$ cat config.mk
export PLATFORM = sky130hd
export DESIGN_NAME = bcd_disp_mux
export DESIGN_NICKNAME = d
export VERILOG_FILES = /design/src/rtl/bcd_disp_mux.sv
export SDC_FILE = /design/constraint.sdc
export NUM_CORES = 1
export LEC_CHECK = 0
export ABC_AREA = 1
export BUFFER_PORTS_ARGS = -buffer_cell sky130_fd_sc_hd__buf_4
export CAP_MARGIN = 25
export CORE_MARGIN = 10
export CORE_UTILIZATION = 45
export CTS_BUF_LIST = sky130_fd_sc_hd__clkbuf_8
export DETAILED_ROUTE_END_ITERATION = 8
export GPL_TIMING_DRIVEN = 0
export PLACE_DENSITY = 0.66
export SYNTH_ARGS = -nofsm -noshare
export SYNTH_HDL_FRONTEND = slang
export SYNTH_SLANG_ARGS = --single-unit
export TNS_END_PERCENT = 10
$ cat constraint.sdc
create_clock -name clk -period 1.48 [get_ports clk]
set_input_delay 0.148 -clock clk [delete_from_list [all_inputs] [get_ports clk]]
set_output_delay 0.148 -clock clk [all_outputs]
set_load 0.01 [all_outputs]
$ cat src/rtl/bcd_disp_mux.sv
// Two-digit multiplexed 7-segment driver for a packed-BCD sum (00..30).
// Holds the value on load, alternates digits every REFRESH_DIV cycles, flags non-BCD nibbles.
module bcd_disp_mux #(
  parameter int REFRESH_DIV = 4,
  parameter bit BLANK_LZ    = 1'b1
) (
  input  logic       clk,
  input  logic       rst,
  input  logic [7:0] S,
  input  logic       load,
  output logic [6:0] SEG,
  output logic [1:0] AN,
  output logic       ERR
);

  localparam int              CW       = $clog2(REFRESH_DIV);
  localparam logic [CW-1:0]   CNT_LAST = CW'(REFRESH_DIV - 1);

  logic [7:0]    held;
  logic [CW-1:0] cnt;
  logic          sel;

  logic [3:0]    digit;
  logic [6:0]    seg_d;
  logic [1:0]    an_d;
  logic          err_d;

  // NOTE: every output of this block gets a default first so no path leaves it unassigned (no latch).
  always_comb begin
    digit = sel ? held[7:4] : held[3:0];
    seg_d = 7'h40;
    unique case (digit)
      4'd0:    seg_d = 7'h3F;
      4'd1:    seg_d = 7'h06;
      4'd2:    seg_d = 7'h5B;
      4'd3:    seg_d = 7'h4F;
      4'd4:    seg_d = 7'h66;
      4'd5:    seg_d = 7'h6D;
      4'd6:    seg_d = 7'h7D;
      4'd7:    seg_d = 7'h07;
      4'd8:    seg_d = 7'h7F;
      4'd9:    seg_d = 7'h6F;
      default: seg_d = 7'h40;
    endcase
    // Only the tens digit is ever blanked; the units digit always shows.
    if (BLANK_LZ && sel && (held[7:4] == 4'd0)) seg_d = 7'h00;
    an_d  = sel ? 2'b10 : 2'b01;
    err_d = (held[7:4] > 4'd9) | (held[3:0] > 4'd9);
  end

  // NOTE: non-blocking assignments so every register samples pre-edge values of held/sel.
  always_ff @(posedge clk or posedge rst) begin
    if (rst) begin
      held <= 8'h00;
      cnt  <= '0;
      sel  <= 1'b0;
      SEG  <= 7'h3F;
      AN   <= 2'b01;
      ERR  <= 1'b0;
    end else begin
      if (load) held <= S;
      if (cnt == CNT_LAST) begin
        cnt <= '0;
        sel <= ~sel;
      end else begin
        cnt <= cnt + 1'b1;
      end
      SEG <= seg_d;
      AN  <= an_d;
      ERR <= err_d;
    end
  end

endmodule

# --- Word level (Yosys, flattened, before mapping) ---
# Memories as Yosys holds them, arrays and structs flattened.
# Index checks and enable logic that the tools add are counted.
op_classes:
  mux: 4
  bitwise_logic: 2
  reduce_logical: 2
  eq_ne: 1
  shifts: 0
  n_lt_le_gt_ge: 2
  n_mul: 0
  div: 0
  n_addsub: 1
op_table:
  columns: ["operator", "count"]
  rows:
  - ["> comparator 4 bit, second input constant", 2]
  - ["two-way mux 7 bit", 1]
  - ["logical NOT 4 bit", 1]
  - ["two-way mux 2 bit", 2]
  - ["two-way mux 4 bit", 1]
  - ["adder 2 x 1 -> 2 bit, second input constant", 1]
  - ["== test 2 bit, second input constant", 1]
  - ["logical AND 1 bit", 1]
  - ["NOT 1 bit", 1]
  - ["bitwise OR 1 bit", 1]
word_totals:
  memories: 1
  rom_bits: 112
  out_inout_bits: 10
  latchBits: 0
  ff_bits: 21
  ramBits: 0
  in_bits: 11
mem_list:
  columns: ["memory", "depth", "width", "read_ports", "rd_clocked_by_memory_dff", "write_ports", "line_no", "text"]
  rows:
  - ["(name not given)", 16, 7, 1, 0, 0, "32", "unique case (digit)"]

# --- Depth between registers and ports, before layout ---
logic_depth:
  word_depth: 3
  ltp_mapped: 10
  mapped_depth_nobuf: 10

# --- Worst setup path before layout ---
# Ideal clock, no wire load.
synth_path:
  kind: "reg-to-reg"
  startpoint: "register sel"
  endpoint: "register SEG[3]"
  path_stages_with_launch: 9
  setup_ns: 0.067
  n_path_buf: 1
  t_arrival_ns: 1.361
  path_slack_ns: 0.052
  synth_period_minus_slack_ns: 1.428
  cell_sequence: "dfrtp_1 -> buf_6 -> o21ai_2 -> inv_1 -> ha_1 -> inv_1 -> nor2_1 -> nor2_1 -> nor2_1"
synth_between:
  elab_chain_len: 3
synth_lines:
  columns: ["element", "line_no", "text"]
  rows:
  - ["from (decl)", "21", "logic sel;"]
  - ["from (signal assigned)", "64", "sel <= ~sel;"]
  - ["two-way mux 4 bit", "30", "digit = sel ? held[7:4] : held[3:0];"]
  - ["memory read (16 x 7 bit)", null, null]
  - ["two-way mux 7 bit *", "46", "if (BLANK_LZ && sel && (held[7:4] == 4'd0)) seg_d = 7'h00;"]
  - ["via seg_d[3]", "24", "logic [6:0] seg_d;"]
  - ["to (signal assigned)", "68", "SEG <= seg_d;"]
  - ["to (decl)", "11", "output logic [6:0] SEG,"]
# The timed path passes the listed nets; every way through them passes the cells marked *.
# A chain may end at the register's enable or synchronous reset.

# --- Worst setup path after layout ---
# Ends and elaborated chain as after synthesis.

==> results.ini <==
[run_status]
status=completed

[synthesis]
synthSimpleGateAreaFrac_pct=23.2
synth_async_sr_flop_share_pct=100
yosysSeqAreaShare_pct=53.0
avgSynthCellArea_sq_um=9.16
yosysWarnings=0
synth_area_sq_mm=0.00101
synth_commonest_cells=nand2_1, inv_1, nor2_1, dfrtp_1, o21ai_0
synth_area_leader_cell=dfrtp_1
synth.area.top_cells=dfrtp_1, dfstp_2, nand2_1, ha_1, inv_1
ys.flop_type=dfrtp_1
synth.distinct_cells=18
yosysMostFrequentCell=nand2_1
synth_nets=126
synth-edff-count=0
synthMuxAreaShare_pct=0
synth_cells=110
synth-compound-area-share_pct=9.07
synthAdderAreaFrac_pct=6.21
synth_xor_area_share_pct=0.870
synth_top_family_by_area=simple AND/OR/NAND/NOR gates
synth_seq_cells=21
synth_top_area_share_pct=34.8

[routing]
wl_mm=1.86
ant_nets=0
dr_wl_met3_um=116
top_layer=met4
drt-pass1-iter-count=4
drtIter0Drc=14
num_vias=781
routed_via_density=4.59
route.met2.wl_um=954
drcViolationCount=0
wl_met1_um=748
wl_per_cell_um=10.9

[worst_setup_path]
required_ns=1.68
cpMostUsedCell=nor2_1
slowest_delay_ns=0.40
crit_slowest_cell=dfrtp_1
cp_max_fo=5
path_class=reg -> reg
path_cells=buf_6 > nand2_1 > o21ai_4 > inv_2 > ha_1 > inv_1 > nor2_2 > nor2_1 > nor2_1
cpLargestDelayFamily=flip-flops
end_kind=register
path_buf_inv=3
r2r-start=sel
critPathLaunchType=register
cp_data_arrival_time_ns=1.61
startpoint=sel

[hold_path]
hp-class=in -> async

[power_and_ir_drop]
power_leakage_uw=0.000690
combPwrFrac_pct=20.3
clkPwrFrac_pct=28.0
intPower_uw=948
switching_power_uw=337
swShare_pct=26.2
pwr-share-seq_pct=51.8
power_density_mw_per_mm2=978
ir_worst_vdd_uv=630

[cts]
htreeDepth=1
clk_pin_slew_worst_paths_ns=0.07
clockBufferDepth=2
clk_latency_ns=0.26
tritoncts=yes
clkSinkCount=21
cts_buffers=3
root_buffer=clkbuf_8

[timing]
fin_skew_ns=0.000728
fmax_mhz=708
post-route-min-period_ns=1.41
report.final.slew_viol_count=0
hold_ws_ns=0.0162
layout_setup_ws_ns=0.0667
hold_viol=0
finalSetupViolations=0
tightest_slew_ns=0.737
fin_crit_sh_pct=95.5
slew_headroom_pct=50.8
fin_tns_setup_ns=0
rsz0062_at_grt=yes

[die]
num_rows=17
coreArea_sq_mm=0.00217
ioPinCount=21
die_width_um=67.3
die_area_sq_mm=0.00453
start_util_pct=46.4
die_h_um=67.3

[global_route]
grt_pass1_vias=767
grt.total_usage_pct=8.87
grt_overflow=0
grt_max_degree=22
grt_pass1_wl_mm=3.12
antenna_found_initial=0

[finish]
drive_above_1_share_pct=39.4
fin_cells=170
nNetsFinal=159
postLayoutCoreUtil_pct=60.6
antenna_cells=0
area_growth_pct=30.4

[placement]
place_inst=158
gp_congestion=0.809
hpwl_mm=1.46
port_buffers=20
place_ws_ns=-0.0608

[run]
maxCapViolations=0

per-stage QoR:
step,power [uW],cell area (sq um)
floorplan,826,1010
global placement,925,1190
detailed placement,932,1190
CTS,1300,1250
global route,1360,1310
finish,1280,1310
power by group through the flow:
stage                     combinational [uW]  sequential, uW  clock [uW]
after floorplan                          132             694           0
after global placement                   250             675           0
after detailed placement                 256             677           0
after CTS                                260             666         369
after global routing                     300             671         391
final                                    260             665         359
registers in the layout, summed over array words and instances (netlist names):
register  cells
held          8
sel           1
ERR           1
cnt           2
SEG           7
AN            2
final timing paths:
path                            endpoint  slack, ns  cells after the start
worst max-delay path              SEG[3]       0.07                      9
max in group asynchronous        held[6]       1.00                      2
min in group clk                 held[7]       0.09                      3
worst min-delay path                 sel       0.02                      2
worst min register to register    cnt[0]       0.43                      1
worst max register to register    SEG[3]       0.07                      9
cell type report:
class	count	area, sq um
buffer	2	16.3
clock buffer	3	41.3
clock inverter	1	3.75
fill	199	856
inverter	16	62.6
multi-input combinational	71	409
sequential	21	534
tap	28	35.0
timing repair buffer	28	211
kinds of logic after synthesis:
group                    Yosys count
buffers and inverters             18
flip-flops                        21
AND/OR/NAND/NOR                   51
AO/OA/AOI/OAI                     14
adder cells (fa/ha/maj)            5
XOR/XNOR                           1
layer usage:
metal / track usage (%) / vias to the layer above
met5: 0 / -
met4: 4.62 / 0
met3: 2.98 / 5
met2: 14.9 / 20
met1: 9.74 / 357
li1: - / 399
repair_timing:
action / 4_1_cts / 5_1_grt
pin swaps: 0 / 2
resized for setup: 2 / 5
setup buffers: 1 / 6
gates cloned: 0 / 1
setup endpoints to repair: 2 / 4
hold buffers: 0 / 0
cell usage in the layout (no fill, tap or decap):
| cell | instances |
|---|---|
| buf_2 | 2 |
| buf_4 | 26 |
| buf_6 | 2 |
| clkbuf_8 | 3 |
| dfrtp_1 | 14 |
| dfstp_2 | 7 |
| ha_1 | 5 |
| inv_1 | 15 |
| inv_2 | 1 |
| inv_4 | 1 |
| nand2_1 | 22 |
| nand2_2 | 6 |
| nand2_4 | 3 |
| nand3_1 | 2 |
| nand4_1 | 1 |
| nor2_1 | 15 |
| nor2_2 | 2 |
| o211ai_1 | 1 |
| o21ai_0 | 10 |
| o21ai_2 | 1 |
| o21ai_4 | 2 |
| xor2_1 | 1 |
Note: power is estimated with default switching activity, not from simulation.
